## src/rtl/hqm_rcfwl_gclk_rcb_gate_ctrl.sv

```systemverilog
// hqm_rcfwl_gclk_rcb_gate_ctrl: per-channel RCB enable sequencer with wake delay, idle hysteresis and LCP shadow config
module hqm_rcfwl_gclk_rcb_gate_ctrl #(
    parameter int NUM_CH   = 4,
    parameter int LCP_W    = 1,
    parameter int WAKE_DLY = 2,
    parameter int HYST_W   = 4
) (
    input  logic                    CkGridX1N,
    input  logic                    Rst,
    input  logic [NUM_CH-1:0]       ClkReq,
    input  logic                    ForceOn,
    input  logic [HYST_W-1:0]       HystCnt,
    input  logic                    CfgLoad,
    input  logic [NUM_CH*LCP_W-1:0] FdCfg,
    input  logic [NUM_CH*LCP_W-1:0] RdCfg,
    output logic [NUM_CH-1:0]       RcbEn,
    output logic [NUM_CH-1:0]       ClkAck,
    output logic [NUM_CH*LCP_W-1:0] FdOut,
    output logic [NUM_CH*LCP_W-1:0] RdOut,
    output logic [NUM_CH-1:0]       CfgPend
);
    localparam int WCW = (WAKE_DLY > 1) ? $clog2(WAKE_DLY) : 1;

    typedef enum logic [1:0] {OFF, WAKE, ON, HYST} state_t;

    state_t                  state_q [NUM_CH];
    state_t                  state_d [NUM_CH];
    logic [WCW-1:0]          wcnt_q  [NUM_CH];
    logic [WCW-1:0]          wcnt_d  [NUM_CH];
    logic [HYST_W-1:0]       hcnt_q  [NUM_CH];
    logic [HYST_W-1:0]       hcnt_d  [NUM_CH];
    logic [NUM_CH-1:0]       req, apply;
    logic [NUM_CH-1:0]       en_q, en_d, ack_q, ack_d, pend_q, pend_d;
    logic [NUM_CH*LCP_W-1:0] fd_q, fd_d, rd_q, rd_d, sh_fd_q, sh_fd_d, sh_rd_q, sh_rd_d;

    assign req     = ClkReq | {NUM_CH{ForceOn}};
    assign RcbEn   = en_q;
    assign ClkAck  = ack_q;
    assign FdOut   = fd_q;
    assign RdOut   = rd_q;
    assign CfgPend = pend_q;

    // Per-channel gating FSM: wake countdown, idle hysteresis, registered enable/ack decode
    always_comb begin
        state_d = state_q;
        wcnt_d  = wcnt_q;
        hcnt_d  = hcnt_q;
        en_d    = '0;
        ack_d   = '0;
        for (int c = 0; c < NUM_CH; c++) begin
            case (state_q[c])
                OFF: if (req[c]) begin
                    state_d[c] = WAKE;
                    wcnt_d[c]  = WCW'(WAKE_DLY - 1);
                end
                WAKE: if (wcnt_q[c] == '0) state_d[c] = ON;
                      else wcnt_d[c] = wcnt_q[c] - 1'b1;
                ON: if (!req[c]) begin
                    state_d[c] = (HystCnt != '0) ? HYST : OFF;
                    hcnt_d[c]  = (HystCnt != '0) ? HystCnt - 1'b1 : '0;
                end
                HYST: if (req[c]) state_d[c] = ON;
                      else if (hcnt_q[c] == '0) state_d[c] = OFF;
                      else hcnt_d[c] = hcnt_q[c] - 1'b1;
                default: state_d[c] = OFF;
            endcase
            en_d[c]  = state_d[c] != OFF;
            ack_d[c] = (state_d[c] == ON) || (state_d[c] == HYST);
        end
    end

    // Config shadow: apply only to idle, unrequested channels; a new load always re-arms pending
    always_comb begin
        fd_d    = fd_q;
        rd_d    = rd_q;
        apply   = '0;
        for (int c = 0; c < NUM_CH; c++) begin
            apply[c] = pend_q[c] && (state_q[c] == OFF) && !req[c];
            if (apply[c]) begin
                fd_d[c*LCP_W +: LCP_W] = sh_fd_q[c*LCP_W +: LCP_W];
                rd_d[c*LCP_W +: LCP_W] = sh_rd_q[c*LCP_W +: LCP_W];
            end
        end
        pend_d  = CfgLoad ? {NUM_CH{1'b1}} : (pend_q & ~apply);
        sh_fd_d = CfgLoad ? FdCfg : sh_fd_q;
        sh_rd_d = CfgLoad ? RdCfg : sh_rd_q;
    end

    // State and output registers; reset drops everything immediately
    always_ff @(posedge CkGridX1N) begin
        if (Rst) begin
            for (int c = 0; c < NUM_CH; c++) begin
                state_q[c] <= OFF;
                wcnt_q[c]  <= '0;
                hcnt_q[c]  <= '0;
            end
            en_q    <= '0;
            ack_q   <= '0;
            fd_q    <= '0;
            rd_q    <= '0;
            pend_q  <= '0;
            sh_fd_q <= '0;
            sh_rd_q <= '0;
        end else begin
            state_q <= state_d;
            wcnt_q  <= wcnt_d;
            hcnt_q  <= hcnt_d;
            en_q    <= en_d;
            ack_q   <= ack_d;
            fd_q    <= fd_d;
            rd_q    <= rd_d;
            pend_q  <= pend_d;
            sh_fd_q <= sh_fd_d;
            sh_rd_q <= sh_rd_d;
        end
    end
endmodule

```

## config.mk

```make
export PLATFORM = sky130hd
export DESIGN_NAME = hqm_rcfwl_gclk_rcb_gate_ctrl
export DESIGN_NICKNAME = d
export VERILOG_FILES = /design/src/rtl/hqm_rcfwl_gclk_rcb_gate_ctrl.sv
export SDC_FILE = /design/constraint.sdc
export NUM_CORES = 1
export LEC_CHECK = 0
export CELL_PAD_IN_SITES_DETAIL_PLACEMENT = 0
export CELL_PAD_IN_SITES_GLOBAL_PLACEMENT = 1
export CORE_ASPECT_RATIO = 0.9
export CORE_UTILIZATION = 43
export CTS_CLUSTER_SIZE = 28
export DETAILED_ROUTE_END_ITERATION = 8
export GPL_ROUTABILITY_DRIVEN = 0
export PLACE_DENSITY = 0.85
export SYNTH_ARGS = -nofsm -noshare
export SYNTH_HDL_FRONTEND = slang
export SYNTH_SLANG_ARGS = --single-unit
```

## constraint.sdc

```tcl
create_clock -name CkGridX1N -period 2.5 [get_ports CkGridX1N]
set_input_delay 0.75 -clock CkGridX1N [delete_from_list [all_inputs] [get_ports CkGridX1N]]
set_output_delay 0.75 -clock CkGridX1N [all_outputs]
set_load 0.01 [all_outputs]
```

==> summary.md, run 1 <==
| Metric | Value |
|---|---|
| WS Path Type | `in -> reg` |
| Synth top area cells | `dfxtp_1 (41%), nor2_1 (4.7%), a21oi_1 (4.2%)` |
| Final setup TNS | `0 ps` |
| Clock slew at reported path FFs | `100 ps` |
| Failing checks | `design-rule violations` |
| Adder-Cell Fraction of Synth Area | `1.91%` |
| Worst Tran Pin Value | `roughly 600 ps` |
| Vias | `2259` |
| CTS tree | `yes` |
| Netlist cell types | `between 50 and 60` |
| Final setup violation count | `0` |
| Achievable Freq | `roughly 470 MHz` |
| Sequential Power Share | `around 53%` |
| Hold Fails Final Rpt | `0` |
| Post-DRT Antenna Nets | `0` |
| DP Cell Count | `405` |
| Mapped Cells | `roughly 300` |
| Clock Path Buffers | `2` |
| Seq cells post-synth | `between 50 and 60` |
| Max FO, Critical Path | `5` |
| Register area share after synthesis | `41.2%` |
| Slew HR | `just under 60%` |
| Clk_lat worst skew | `between 300 and 400 ps` |
| Post-CTS Setup Bufs | `0` |
| Diode count | `0` |
| Synth warn | `0` |
| Initial Utilization | `45.3%` |
| Layout Cells excl Fill | `slightly above 400` |
| Layout area overhead | `22.6%` |
| Unrepaired setup endpoints after global routing | `false` |
| Layout cells sized above 1 | `11.7%` |
| Outcome | `complete, but fails checks` |
| Mapped Nets | `325` |
| # DRC | `2` |
| Period utilization | `between 80% and 90%` |
| Internal | `about 1.3 mW` |
| Hold_ws | `462 ps` |
| H-tree Lvls | `2` |
| Die ar. | `between 6000 and 7000 sq um` |
| Leakage | `between 1 and 1.5 nW` |
| Max-slew violations | `0` |
| Pre-CTS setup slack | `roughly 27 ps` |
| Overall die width | `84.3 microns` |
| CTS resizes | `0` |
| Via-to-Cell Ratio | `between 5 and 6` |
| Vias in the first global route | `2148` |
| Synth Area in XOR/XNOR | `0.334%` |
| HPWL Detailed | `4190 microns` |
| Largest net degree at the start of global routing | `between 40 and 50` |
| Die height | `about 76 microns` |
| DR WL/cell | `14.0 microns` |
| NumNets Final | `~370` |
| First DRT Iteration DRCs | `149` |
| Mapped Area | `between 2000 and 3000 sq um` |
| First-pass GRT wire length | `about 10000 microns` |
| Rows | `26` |
| Clock network power share | `between 20% and 30%` |
| Power share of the combinational group | `approximately a fifth` |
| Cell with the most instances after synthesis | `dfxtp_1` |
| Simple-gate area share of the yosys netlist | `a little under a quarter` |
| Final Skew | `between 10 and 15 ps` |
| Worst path required time | `between 2000 and 3000 ps` |
| Total GRT Usage | `a little under 20%` |
| Tightest Hold Check Type | `reg -> reg` |
| Hold-fix buffers, CTS | `0` |
| Mean Syn Cell Area | `8.71 sq um` |
| Port bufs | `39` |
| Fraction of registers with async set/reset | `0%` |
| CTS root buffer | `clkbuf_8` |
| # IOs | `40` |
| Grt ovf | `0` |
| Combinational family with the most area after synthesis | `simple AND/OR/NAND/NOR gates` |
| Largest area contributor in the netlist | `dfxtp_1` |
| CP Launch Type | `input pin` |
| Worst IR Drop VDD | `318 uV` |
| Top cells by count, synth | `dfxtp_1 (54), nor2_1 (33), nand2_1 (24), inv_1 (23), a21oi_1 (22)` |
| Switching share of power | `between 20 and 30%` |
| Core Area | `5790 sq um` |
| Crit path time final | `around 2100 ps` |
| Psw | `0.561 mW` |
| Routed WL | `a little under 6000 microns` |
| EDFF count, synth | `0` |
| Max-cap viol count | `0` |
| Initial antenna violation count | `0` |
| Main synth FF type | `dfxtp_1` |
| Endpoint class of the critical path | `register` |
| WP data arrival | `between 2000 and 2500 ps` |
| Share of the synthesized area in the top cell type | `41.2%` |
| Pre-Repair DR Iteration Count | `6` |
| Final worst slack | `353 ps` |
| Synth Area in Compound Gates | `22.0%` |
| Total CTS buffers | `5` |
| CTS Sinks | `54` |
| Power Density | `a little under 600 nW/um^2` |
| Multiplexer share of the synthesized area | `4.20%` |
-- critical path, cell delays in order --
cell,delay [ps]
clkdlybuf4s50_1,470
or4_4,620
nor2_1,140
a2bb2oi_1,230
o32ai_1,120
-- power by group through the flow --
| stage | logic [mW] | clock network (mW) | registers (mW) |
|---|---|---|---|
| floorplan | 0.258 | 0 | 1.01 |
| global route | 0.438 | 0.553 | 1.02 |
| CTS | 0.396 | 0.515 | 1.01 |
| global placement | 0.390 | 0 | 1.03 |
| finish | 0.393 | 0.496 | 1.01 |
| detailed placement | 0.393 | 0 | 1.03 |
-- stage by stage --
step	area, sq um	utilization [%]	total power [mW]
2_1_floorplan	2620	-	1.26
3_3_place_gp	3120	53.9	1.42
3_5_place_dp	3120	53.9	1.42
4_1_cts	3210	55.5	1.92
5_1_grt	3210	55.5	2.01
6_report	3210	55.5	1.90
-- cells by family (layout without fill, tap and decap cells) --
family	Yosys count	in the layout
AOI/OAI and AO/OA	84	84
xor gates and xnor gates	1	1
adders and majority gates	4	4
buffers and inverters	39	81
DFF	54	54
muxes	11	11
and+or+nand+nor	108	108
-- metal layers --
layer  GRT usage [%]  wire, microns
met4            6.21             49
met1            26.2           2880
met2            31.5           2680
met5               0              0
met3            3.36            176
-- final timing paths --
check | cells after the start | from | to | slack [ps]
worst max-delay path | 5 | HystCnt[1] | RcbEn[2] | 350
worst min-delay path | 2 | RdOut[0] | RdOut[0] | 460
worst max register to register | 4 | state_q[5] | RcbEn[1] | 810
worst min register to register | 2 | RdOut[0] | RdOut[0] | 460
-- cell type report --
type / count / area, sq um
fill: 566 / 2580
multi-input combinational: 208 / 1370
sequential: 54 / 1080
timing repair buffer: 50 / 498
tap: 70 / 87.6
inverter: 23 / 86.3
clock buffer: 5 / 68.8
clock inverter: 3 / 23.8
-- cell usage in the layout (no fill, tap or decap), types with 4 or more instances in the layout --
master,synthesis,routed
a31oi_1,4,4
a211oi_1,4,4
o31ai_1,4,4
clkdlybuf4s50_1,0,39
buf_4,4,9
nor2_1,33,33
nand3_1,8,8
inv_1,23,23
dfxtp_1,54,54
o21ai_0,14,14
clkbuf_8,0,5
nor3_1,5,5
a21oi_1,22,22
mux2i_1,11,11
o211ai_1,6,6
ha_1,4,4
nand2_1,24,24
-- registers in the layout, summed over array words and instances (netlist names) --
| register | cells |
|---|---|
| RdOut | 4 |
| CfgPend | 4 |
| hcnt_q | 16 |
| wcnt_q | 4 |
| state_q | 6 |
| sh_fd_q | 4 |
| RcbEn | 4 |
| FdOut | 4 |
| ClkAck | 4 |
| sh_rd_q | 4 |
Note: power is estimated with default switching activity, not from simulation.
==> inputs of run 2 (changes only) <==
Settings changed: CAP_MARGIN set to 25, CORE_UTILIZATION 43 to 40, PLACE_DENSITY 0.85 to 0.8, RECOVER_POWER set to 50.
Clock period 2.5 ns to 2 ns, I/O delays scaled along.
==> run 2 against run 1 <==
Compared with the run above:
- highest routed layer unchanged
- the flow now finishes without violations
- critical path type unchanged
- final area is 6.4% higher
- clock-buffer cell count unchanged
- first-iteration DRC count is 70% lower
==> summary.md, run 2 (synthesis results as in run 1) <==
| Metric | Value |
|---|---|
| DP Cell Count | `between 400 and 500` |
| CTS Sinks | `54` |
| Final Util | `55.0%` |
| # IOs | `40` |
| Clk_lat worst skew | `approximately 310 ps` |
| Tightest Hold Check Type | `reg -> reg` |
| # DRC | `0` |
| First-pass GRT wire length | `10200 microns` |
| First DRT Iteration DRCs | `44` |
| Final Cell Area | `approximately 3400 sq um` |
| DR WL/cell | `13.0 microns` |
| Total CTS buffers | `5` |
| Grt ovf | `0` |
| Overall power | `between 2 and 3 mW` |
| Pre-CTS setup slack | `-398 ps` |
| Regs by FF count | `hcnt_q: 16 flops, state_q: 6 flops` |
| Internal | `roughly 1.8 mW` |
| Final setup violation count | `0` |
| Unrepaired setup endpoints after global routing | `false` |
| Worst path required time | `2220 ps` |
| Final Skew | `approximately 16 ps` |
| Max-slew violations | `0` |
| Storage element area | `1080 sq um` |
| Layout cells sized above 1 | `around 18%` |
| CP Launch Type | `input pin` |
| Area of the multi-input gates | `~1400 sq um` |
| Initial Utilization | `around 42%` |
| Max FO, Critical Path | `4` |
| Max reg flops | `16` |
| Fillers | `621` |
| Initial antenna violation count | `0` |
| Final setup TNS | `0 ps` |
| Leakage | `about 1.3 nW` |
| CTS root buffer | `clkbuf_8` |
| WS Path Type | `in -> reg` |
| Largest net degree at the start of global routing | `19` |
| Pre-Repair DR Iteration Count | `6` |
| Worst Tran Pin Value | `about 760 ps` |
| Clock slew at reported path FFs | `110 ps` |
| Switching share of power | `between 20% and 30%` |
| NumNets Final | `approximately 390` |
| Die height | `~80 microns` |
| Rows | `27` |
| Core Area | `6220 sq um` |
| Power Density | `741 nW/um^2` |
| Overall die width | `87.3 microns` |
| Most frequent cells in the layout | `dfxtp_1 (52), nor2_1 (32), clkdlybuf4s50_1 (26), buf_4 (26), nand2_1 (24)` |
| Final worst slack | `roughly 56 ps` |
| Clock Path Buffers | `2` |
| Vias in the first global route | `between 2000 and 2500` |
| Vias | `2320` |
| Sequential Power Share | `between 40% and 50%` |
| Achievable Freq | `514 MHz` |
| Most common cell after layout, fill and taps aside | `dfxtp_1` |
| HPWL Detailed | `about 4400 microns` |
| Worst IR Drop VDD | `325 uV` |
| Routed WL | `slightly below 6000 microns` |
| Endpoint class of the critical path | `register` |
| Hold-fix buffers, CTS | `0` |
| Clock network power share | `between 30% and 40%` |
| Power share of the combinational group | `between 20% and 30%` |
| Die ar. | `6880 sq um` |
| Layout area overhead | `30.5%` |
| Slew HR | `approximately half` |
| Hold Fails Final Rpt | `0` |
| WP data arrival | `around 2200 ps` |
| H-tree Lvls | `2` |
| Layout Cells excl Fill | `452` |
| Hold_ws | `approximately 460 ps` |
| Reg with most FFs | `hcnt_q` |
| Total GRT Usage | `between 10% and 20%` |
| Post-DRT Antenna Nets | `0` |
| Period utilization | `a little over nine tenths` |
| Psw | `approximately 0.72 mW` |
| Via-to-Cell Ratio | `5.13` |
| Outcome | `finished, final reports clean` |
| Max-cap viol count | `0` |
| Diode count | `0` |
| Area after DPL | `3310 sq um` |
| CTS tree | `yes` |
| Crit path time final | `~1900 ps` |
| Port bufs | `39` |
-- run 2: final cells by class --
class / instances / area share (%)
multi-input combinational: 208 / 40.3
sequential: 54 / 31.7
clock buffer: 5 / 2.01
clock inverter: 3 / 1.39
inverter: 23 / 2.52
tap: 87 / 3.18
timing repair buffer: 72 / 18.9
-- run 2: worst max-delay path: stages --
cell and delay, ps:
clkdlybuf4s50_1 440, or4_4 550, o2111ai_2 230, a211oi_1 110
or2_1 230
-- run 2: timing repair --
action,4_1_cts,5_1_grt
buffers inserted,0,0
gates resized for setup,1,10
endpoints found under the setup margin,3,12
pin swaps,1,3
-- run 2: final timing paths --
check,from,end,slack [ps],cells past startpoint
max,HystCnt[3],RcbEn[1],60,5
min,RdOut[3],RdOut[3],460,2
max reg2reg,hcnt_q[4],hcnt_q[6],200,6
min reg2reg,RdOut[3],RdOut[3],460,2
-- run 2: power groups by stage --
stage,sequential [mW],clock (mW),combinational [mW]
global route,1.28,0.825,0.570
detailed placement,1.28,0,0.529
CTS,1.26,0.784,0.530
finish,1.26,0.762,0.513
global placement,1.28,0,0.523
floorplan,1.26,0,0.322
-- run 2: metal layers --
| metal | part of all wire [%] | track usage [%] |
|---|---|---|
| met1 | 49 | 23.7 |
| met2 | 47 | 31.8 |
| met3 | 2.7 | 4.68 |
| met4 | 0.95 | 4.26 |
| met5 | 0 | 0 |
